$ cat src/rtl/bpg_pkg.sv
// Constants shared by the pattern loader and the output controller.
package bpg_pkg;

  typedef enum logic [1:0] {
    ST_IDLE  = 2'd0,
    ST_VAR   = 2'd1,
    ST_PRIME = 2'd2,
    ST_RUN   = 2'd3
  } oc_state_t;

  localparam int HALF_WORDS = 4096;
  localparam logic [12:0] BASE0 = 13'd0;
  localparam logic [12:0] BASE1 = 13'd4096;

  localparam int VAR_DIV_HI = 31;
  localparam int VAR_DIV_LO = 16;
  localparam int VAR_REP_HI = 15;
  localparam int VAR_REP_LO = 0;

  function automatic logic [15:0] var_div(input logic [31:0] v);
    return v[VAR_DIV_HI:VAR_DIV_LO];
  endfunction

  function automatic logic [15:0] var_rep(input logic [31:0] v);
    return v[VAR_REP_HI:VAR_REP_LO];
  endfunction

  function automatic logic [12:0] half_base(input logic half);
    return half ? BASE1 : BASE0;
  endfunction

endpackage

$ cat src/rtl/rate_divider.sv
// Word hold counter: counts 0..div while enabled; first/last flag the
// cycle a word is loaded and the cycle its hold ends.
module rate_divider (
  input  logic        clk,
  input  logic        reset,
  input  logic        clr,
  input  logic        en,
  input  logic [15:0] div,
  output logic        first,
  output logic        last
);

  logic [15:0] hold_cnt_q;
  logic [15:0] hold_cnt_d;

  assign first = (hold_cnt_q == 16'd0);
  assign last  = (hold_cnt_q == div);

  // next hold count
  always_comb begin
    hold_cnt_d = hold_cnt_q;
    if (clr) begin
      hold_cnt_d = 16'd0;
    end else if (en) begin
      if (last) begin
        hold_cnt_d = 16'd0;
      end else begin
        hold_cnt_d = hold_cnt_q + 16'd1;
      end
    end else begin
      hold_cnt_d = hold_cnt_q;
    end
  end

  // hold count register
  always_ff @(posedge clk) begin
    if (!reset) begin
      hold_cnt_q <= 16'd0;
    end else begin
      hold_cnt_q <= hold_cnt_d;
    end
  end

endmodule

$ cat src/rtl/output_control.sv
// Plays the active half of the pattern RAM at a programmable rate and
// swaps halves at pass boundaries once the loader has filled the other one.
module output_control
  import bpg_pkg::*;
#(
  parameter int DEPTH_LOG2 = 12,
  parameter int DW         = 16
) (
  input  logic                  clk,
  input  logic                  reset,
  input  logic                  enable,
  input  logic                  load_complete,
  output logic                  active_buffer,
  output logic [DEPTH_LOG2:0]   raddr,
  input  logic [DW-1:0]         rdata,
  output logic [3:0]            vaddr,
  input  logic [31:0]           vdata,
  output logic [DW-1:0]         dout,
  output logic                  strobe,
  output logic                  busy,
  output logic                  done
);

  localparam int AW = DEPTH_LOG2 + 1;
  localparam logic [DEPTH_LOG2-1:0] OFF_ONE  = {{(DEPTH_LOG2-1){1'b0}}, 1'b1};
  localparam logic [DEPTH_LOG2-1:0] OFF_LAST = DEPTH_LOG2'(HALF_WORDS - 1);

  oc_state_t             state_q, state_d;
  logic                  ab_q, ab_d;
  logic [AW-1:0]         raddr_q, raddr_d;
  logic [DW-1:0]         dout_q, dout_d;
  logic                  strobe_q, strobe_d;
  logic                  busy_q, busy_d;
  logic                  done_q, done_d;
  logic                  pending_q, pending_d;
  logic                  lc_prev_q, lc_prev_d;
  logic [15:0]           div_q, div_d;
  logic [15:0]           rep_q, rep_d;
  logic [15:0]           pass_cnt_q, pass_cnt_d;
  logic [DEPTH_LOG2-1:0] out_off_q, out_off_d;
  logic                  word_valid_q, word_valid_d;

  logic lc_rise_s;
  logic consume_s;
  logic do_load_s;
  logic div_first_s;
  logic div_last_s;

  rate_divider u_rate_divider (
    .clk   (clk),
    .reset (reset),
    .clr   (state_q != ST_RUN),
    .en    (1'b1),
    .div   (div_q),
    .first (div_first_s),
    .last  (div_last_s)
  );

  assign lc_rise_s = load_complete & ~lc_prev_q;

  // next-state and output decode for playback
  always_comb begin
    state_d      = state_q;
    ab_d         = ab_q;
    raddr_d      = raddr_q;
    dout_d       = dout_q;
    strobe_d     = 1'b0;
    done_d       = 1'b0;
    div_d        = div_q;
    rep_d        = rep_q;
    pass_cnt_d   = pass_cnt_q;
    out_off_d    = out_off_q;
    word_valid_d = word_valid_q;
    consume_s    = 1'b0;
    do_load_s    = 1'b0;

    case (state_q)
      ST_IDLE: begin
        dout_d = {DW{1'b0}};
        if (enable && pending_q) begin
          ab_d      = ~ab_q;
          consume_s = 1'b1;
          state_d   = ST_VAR;
        end else begin
          state_d = ST_IDLE;
        end
      end
      ST_VAR: begin
        div_d        = var_div(vdata);
        rep_d        = var_rep(vdata);
        pass_cnt_d   = 16'd0;
        raddr_d      = AW'(half_base(ab_q));
        out_off_d    = OFF_LAST;
        word_valid_d = 1'b0;
        state_d      = ST_PRIME;
      end
      ST_PRIME: begin
        raddr_d = {ab_q, OFF_ONE};
        state_d = ST_RUN;
      end
      ST_RUN: begin
        if (div_last_s) begin
          raddr_d = {ab_q, raddr_q[DEPTH_LOG2-1:0] + OFF_ONE};
        end else begin
          raddr_d = raddr_q;
        end
        // The hold of the last word of a pass ends here; decide what follows.
        if (div_first_s) begin
          if (word_valid_q && (out_off_q == OFF_LAST)) begin
            pass_cnt_d = pass_cnt_q + 16'd1;
            if (pending_q && enable) begin
              ab_d      = ~ab_q;
              consume_s = 1'b1;
              state_d   = ST_VAR;
            end else if ((rep_q != 16'd0) && ((pass_cnt_q + 16'd1) == rep_q)) begin
              done_d  = 1'b1;
              dout_d  = {DW{1'b0}};
              state_d = ST_IDLE;
            end else if (!enable) begin
              dout_d  = {DW{1'b0}};
              state_d = ST_IDLE;
            end else begin
              do_load_s = 1'b1;
            end
          end else begin
            do_load_s = 1'b1;
          end
        end else begin
          do_load_s = 1'b0;
        end
        if (do_load_s) begin
          dout_d       = rdata;
          strobe_d     = 1'b1;
          out_off_d    = out_off_q + OFF_ONE;
          word_valid_d = 1'b1;
        end else begin
          out_off_d = out_off_d;
        end
      end
      default: begin
        state_d = ST_IDLE;
      end
    endcase

    if (lc_rise_s) begin
      pending_d = 1'b1;
    end else if (consume_s) begin
      pending_d = 1'b0;
    end else begin
      pending_d = pending_q;
    end
    lc_prev_d = load_complete;
    busy_d    = (state_d != ST_IDLE);
  end

  // playback state and registered outputs
  always_ff @(posedge clk) begin
    if (!reset) begin
      state_q      <= ST_IDLE;
      ab_q         <= 1'b0;
      raddr_q      <= {AW{1'b0}};
      dout_q       <= {DW{1'b0}};
      strobe_q     <= 1'b0;
      busy_q       <= 1'b0;
      done_q       <= 1'b0;
      pending_q    <= 1'b0;
      lc_prev_q    <= 1'b0;
      div_q        <= 16'd0;
      rep_q        <= 16'd0;
      pass_cnt_q   <= 16'd0;
      out_off_q    <= {DEPTH_LOG2{1'b0}};
      word_valid_q <= 1'b0;
    end else begin
      state_q      <= state_d;
      ab_q         <= ab_d;
      raddr_q      <= raddr_d;
      dout_q       <= dout_d;
      strobe_q     <= strobe_d;
      busy_q       <= busy_d;
      done_q       <= done_d;
      pending_q    <= pending_d;
      lc_prev_q    <= lc_prev_d;
      div_q        <= div_d;
      rep_q        <= rep_d;
      pass_cnt_q   <= pass_cnt_d;
      out_off_q    <= out_off_d;
      word_valid_q <= word_valid_d;
    end
  end

  assign active_buffer = ab_q;
  assign raddr         = raddr_q;
  assign vaddr         = {3'b000, ab_q};
  assign dout          = dout_q;
  assign strobe        = strobe_q;
  assign busy          = busy_q;
  assign done          = done_q;

endmodule

$ cat config.mk
export PLATFORM = sky130hd
export DESIGN_NAME = output_control
export DESIGN_NICKNAME = d
export VERILOG_FILES = /design/src/rtl/bpg_pkg.sv /design/src/rtl/rate_divider.sv /design/src/rtl/output_control.sv
export SDC_FILE = /design/constraint.sdc
export NUM_CORES = 1
export LEC_CHECK = 0
export CAP_MARGIN = 20
export CORE_MARGIN = 1.5
export CORE_UTILIZATION = 49
export CTS_CLUSTER_SIZE = 25
export DETAILED_ROUTE_END_ITERATION = 6
export MAX_ROUTING_LAYER = met4
export PLACE_DENSITY = 0.77
export SYNTH_ARGS = -nofsm -noshare
export SYNTH_HDL_FRONTEND = slang
export SYNTH_SLANG_ARGS = --single-unit
$ cat constraint.sdc
create_clock -name clk -period 3.1 [get_ports clk]
set_input_delay 0.93 -clock clk [delete_from_list [all_inputs] [get_ports clk]]
set_output_delay 0.93 -clock clk [all_outputs]
set_load 0.02 [all_outputs]
# Word-level counts from Yosys, hierarchy flattened
# Index checks and enable logic that the tools add are counted.
# totals
register_bits	114
input_bits	52
out_inout_bits	37
elab_cells	102
# classes
n_addsub	4
n_eq_ne	15
muxes	42
n_bitwise	7
n_reduce_logical	19
# ops
op	count
$mux W16	8
$pmux W16 S2	2
$pmux W13 S3	1
$add A16 B1 Y16 const B	2
$eq A16 B16 Y1	2
$mux W13	2
$add A12 B1 Y12 const B	2
$pmux W12 S2	1
$mux W1	18
$logic_not A16 Y1	1
$reduce_bool A16 Y1	1
$eq A12 B12 Y1 const B	1
$mux W12	1
$mux W2	5
$ne A2 B2 Y1 const B	5
$ne A3 B3 Y1 const B	3
$pmux W2 S4	1
$reduce_bool A2 Y1	4
$not A1 Y1	6
$pmux W1 S2	3
$reduce_and A2 Y1	3
$reduce_and A3 Y1	2
$reduce_and A5 Y1	1
$reduce_or A5 Y1	1
8 further kinds	11

# Logic depth before layout (Yosys ltp)
# logic_depth
word_depth	10
depth_mapped	12
mapped_depth_nobuf	10

# Cells and area by module
# Synthesis repeated with hierarchy kept, for this count alone.
# unflattened
hier_cells	694
area_unflattened_um2	5901.9
# modules_own_cells
module	instances	cells_per_inst	area_each_um2	seq_area_each_um2
output_control	1	573	4885.9	1961.9
rate_divider	1	121	1016.0	320.3

# Least setup slack after synthesis
# No wires, ideal clock.
# synth_path
path_type	register to register
from	register pass_cnt_q[0]
to	register dout_q[0] (netlist: dout[0])
setup_time_ps	117
arrival_ps	2880
t_required_ps	2983
path_slack_ps	103
stages_incl_launch_ff	12
path_buffers	2
synth_period_minus_slack_ps	2997
cell_sequence	dfxtp_1 -> ha_1 -> and3_4 -> and3_2 -> xnor2_1 -> or4bb_1 -> nor4_4 -> o21ai_2 -> and4_4 -> buf_6 -> buf_8 -> a22o_1
# synth_via
elab_chain_len	10
word_cells_on_any_way	19
classes_between	add/sub: 1; eq/ne: 5; mux: 11; reduce/logical: 2
# synth_rtl
item	line	text
from (decl)	output_control.sv:39	logic [15:0] pass_cnt_q, pass_cnt_d;
from (signal assigned)	output_control.sv:185	pass_cnt_q <= pass_cnt_d;
$add A16 B1 Y16 *	output_control.sv:115	end else if ((rep_q != 16'd0) && ((pass_cnt_q + 16'd1) == rep_q)) begin
$eq A16 B16 Y1 *	output_control.sv:115	
$logic_and A1 B1 Y1 *	output_control.sv:115	
$mux W1	output_control.sv:115	
$mux W1	output_control.sv:111	if (pending_q && enable) begin
$mux W1	output_control.sv:109	if (word_valid_q && (out_off_q == OFF_LAST)) begin
$mux W1	output_control.sv:108	if (div_first_s) begin
$mux W1	output_control.sv:77	case (state_q)
$ne A4 B4 Y1 (no line) (tied with other cells)	n/a	
$reduce_and A5 Y1 (no line) or $pmux W16 S2 (tied branches)	n/a	
to (signal assigned)	output_control.sv:162	dout_q <= {DW{1'b0}};
to (signal assigned)	output_control.sv:177	dout_q <= dout_d;
to (decl)	output_control.sv:31	logic [DW-1:0] dout_q, dout_d;
# Every way passes the cells marked *; elsewhere a longest branch is shown, timed or not. The select of a mux whose other input is x is not followed.
# A chain may end at the register's enable or synchronous reset.

# Final worst setup path
# layout_path
from	register pass_cnt_q[1]
to	register out_off_q[3]
# layout_via
elab_chain_len	10
# layout_rtl
item	line	text
$add A16 B1 Y16	output_control.sv:115	
$eq A16 B16 Y1	output_control.sv:115	
$logic_and A1 B1 Y1	output_control.sv:115	
$mux W1	output_control.sv:115	
$mux W1	output_control.sv:111	
$mux W1	output_control.sv:109	
$mux W1	output_control.sv:108	
$mux W1	output_control.sv:77	
$ne A2 B2 Y1 (no line)	n/a	
$reduce_and A2 Y1 (no line)	n/a	
to (signal assigned)	output_control.sv:171	out_off_q <= {DEPTH_LOG2{1'b0}};
to (signal assigned)	output_control.sv:186	out_off_q <= out_off_d;
to (decl)	output_control.sv:40	logic [DEPTH_LOG2-1:0] out_off_q, out_off_d;
# No other way between the ends. The select of a mux whose other input is x is not followed.

==> impl_metrics.csv <==
group,metric,value,unit
routing,vias,5090,
synth,ys_seq_area_share,38.5,%
die,die_w,113,um
worst_setup_path,end_kind,"register",
sta,whs,0.479,ns
synth,synth_edf_count,0,
status,status,"completed",
sta,timing.fmax,0.333,GHz
die,core,11600,um^2
die,initial_core_util,51.1,%
place,hpwlAfterDp,9740,um
routing,routed_via_density,5.66,
die,die_area,12800,um^2
synth,ys_ff_latch,114,
clocking,clk_pin_slew,0.05,ns
worst_setup_path,cpPeakStageDelay,0.56,ns
worst_setup_path,timing.rr.end,"out_off_q[3]$_SDFFE_PN0P_",
clocking,cts-root-buf,"clkbuf_16",
place,dp_cells,865,
routing,drt_iter0_markers,366,
worst_setup_path,reg2reg_from,"pass_cnt_q[1]$_SDFFE_PN0P_",
die,die_y,113,um
global_routing,antenna_found_initial,0,
worst_setup_path,crit_type,"register to register",
worst_setup_path,worstPathArrival,3.31,ns
final_layout,regArea,2290,um^2
final_layout,final_cells,899,
worst_setup_path,ff2ff_path_depth,11,
final_layout,area_growth,26.4,%
sta,hold_viol,0,
routing,drc,0,
clocking,cts_buffers,17,
global_routing,gr-total-overflow,0,
worst_hold_path,min_path_type,"register to register",
worst_setup_path,cp_max_fo,10,
power,ir_worst_vdd,0.349,mV
sta,slew_violations,0,
place,place.gp.congestion,0.885,
synth,async_reset_ff_share,0,%
power,cellLeakagePower,2.68,nW
global_routing,grt_pass1_vias,4857,
worst_setup_path,reg2reg_slack,0.1,ns
worst_setup_path,worstPathRequired,3.41,ns
global_routing,track_usage,23.4,%
worst_setup_path,crit_family,"simple AND/OR/NAND/NOR gates",
clocking,clk_path_buf_depth,2,
sta,setup-violations-final,0,
job,drv_cap,0,
place,portBuffers,85,
sta,finClkSkew,0.00558,ns
clocking,post_cts_buffers,0,
worst_setup_path,crit_chain,"ha_2 > and3_4 > and3_2 > xnor2_1 > or4bb_1 > nor4_4 > buf_6 > o41ai_2 > buf_4 > or3_1 > and3_1",
routing,routed_wl,14000,um
final_layout,multi_input_area,3360,um^2
sta,period_needed,3.00,ns
final_layout,antennaDiodeCount,0,
sta,timing.final.crit_share,96.8,%
sta,slew_headroom,57.7,%
synth,synthCells,659,
clocking,clk-insertion-delay-late,0.41,ns
die,num_io_pins,89,
worst_setup_path,crit_slowest_cell,"or4bb_1",
die,rows,39,
final_layout,drive_above_1_share,11.5,%
synth,synth_area,5930,um^2
final_layout,final_nets,805,
final_layout,fill_cells,956,
routing,ant_nets,0,
worst_setup_path,cp-startpoint,"pass_cnt_q[1]$_SDFFE_PN0P_",
synth,avgSynthCellArea,9.00,um^2
final_layout,final_cell_mix,"dfxtp_1, clkdlybuf4s50_1, nor2_1",
clocking,cts_sinks,114,
clocking,cts_tree,"built",
global_routing,grt_max_degree,49,
synth,synth.distinct_cells,70,
power,p_per_area,502,nW/um^2
sta,rsz0062_at_grt,"no",
sta,worst_slew_pin_slew,0.633,ns
worst_setup_path,path_buf_inv,2,
synth,ys.warnings.count,0,
final_layout,finish.utilization,64.5,%
routing,post_drt_wl_per_cell,15.6,um
worst_setup_path,crit_end,"out_off_q[3]$_SDFFE_PN0P_",
final_layout,final_common_cell,"dfxtp_1",
clocking,htree_levels,4,
worst_setup_path,cp.depth,11,
global_routing,grt_pass1_wl,23300,um
worst_setup_path,cp-start-kind,"register",
routing,drt-pass1-iter-count,5,
sta,setup_tns,0,ns
synth,synthFlopType,"dfxtp_1",
[worst reg2reg max path: cells and delay by family (launching register included)]
family                   cells  cell delay, ns
AND/OR/NAND/NOR              6            1.79
flip-flops                   1            0.37
buffers and inverters        2            0.34
adder cells (fa/ha/maj)      1            0.23
XOR/XNOR                     1            0.09
AO/OA/AOI/OAI                1            0.07
[flip-flops by register name (all words and copies together) (netlist names)]
register                   flops
div_q                         16
dout                          16
pass_cnt_q                    16
rep_q                         16
u_rate_divider.hold_cnt_q     16
raddr                         13
out_off_q                     12
state_q                        2
active_buffer                  1
busy                           1
done                           1
lc_prev_q                      1
pending_q                      1
strobe                         1
word_valid_q                   1
[metrics by stage]
| stage | cell area (um^2) | total power [mW] | setup slack, ns |
|---|---|---|---|
| finish | 7490 | 3.77 | 0.0986 |
| global route | 7490 | 3.90 | 0.0102 |
| CTS | 7460 | 3.79 | 0.0349 |
| detailed placement | 6850 | 1.79 | 0.0602 |
| global placement | 6850 | 1.78 | 0.140 |
| floorplan | 5940 | 1.68 | 0.103 |
[worst min path at each step]
stage | to | cells after the start | start
after detailed placement | dout[4]$_SDFFE_PN0P_ | 1 | dout[4]$_SDFFE_PN0P_
after global placement | dout[6]$_SDFFE_PN0P_ | 1 | dout[6]$_SDFFE_PN0P_
after global routing | dout[1]$_SDFFE_PN0P_ | 1 | dout[1]$_SDFFE_PN0P_
after CTS | dout[6]$_SDFFE_PN0P_ | 1 | dout[6]$_SDFFE_PN0P_
after floorplan | pending_q$_SDFFE_PN0P_ | 2 | lc_prev_q$_SDFF_PN0_
final | dout[6]$_SDFFE_PN0P_ | 1 | dout[6]$_SDFFE_PN0P_
[Yosys cell counts, drive strengths merged, types with 17 or more instances]
library cell | number | area share [%]
xor2 | 21 | 3.1
nor2b | 45 | 4.7
nand4 | 25 | 3.0
nor3 | 17 | 1.5
a22o | 17 | 2.6
xnor2 | 35 | 5.2
clkbuf | 27 | 1.9
o21ai | 26 | 2.3
a21oi | 20 | 1.7
nand2 | 42 | 2.7
mux2i | 35 | 5.9
dfxtp | 114 | 38
nor2 | 48 | 3.0
nand3 | 29 | 2.4
[per-layer routing]
| metal | GRT usage, % | wire (um) | up-vias |
|---|---|---|---|
| met2 | 37.9 | 6680 | 139 |
| met3 | 5.95 | 661 | 29 |
| met4 | 8.42 | 299 | 0 |
| met1 | 28.4 | 6360 | 2402 |
| met5 | - | 0 | - |
| li1 | - | - | 2520 |
[logic make-up after synthesis]
group	after synthesis	synth area share (%)
mux	37	6.29
buf+inv	55	5.11
flops	114	38.5
other cells	1	0.0632
fa+ha+maj	9	1.90
xor+xnor	56	8.27
compound gates	107	13.0
simple gates	280	26.9
[power breakdown]
| group | internal (mW) | leakage (nW) | switching [mW] | total, mW |
|---|---|---|---|---|
| clock | 1.34 | 0.298 | 0.661 | 2.00 |
| sequential | 1.49 | 0.922 | 0.0228 | 1.51 |
| combinational | 0.142 | 1.46 | 0.111 | 0.252 |
| total | 2.97 | 2.68 | 0.795 | 3.77 |
[layout make-up]
class	instances	share of cell area, %
Sequential cell	114	30.5
Tap cell	143	2.39
Clock inverter	9	1.72
Inverter	13	0.651
Multi-Input combinational cell	492	44.9
Clock buffer	22	6.46
Timing Repair Buffer	106	13.4
[timing repair]
| action | CTS | global route |
|---|---|---|
| hold buffers | 0 | 0 |
| setup endpoints to repair | 0 | 5 |
| gates resized for setup | 0 | 6 |
| endpoints found under the hold margin | 0 | 0 |
Power figures use the tool's default switching activity.
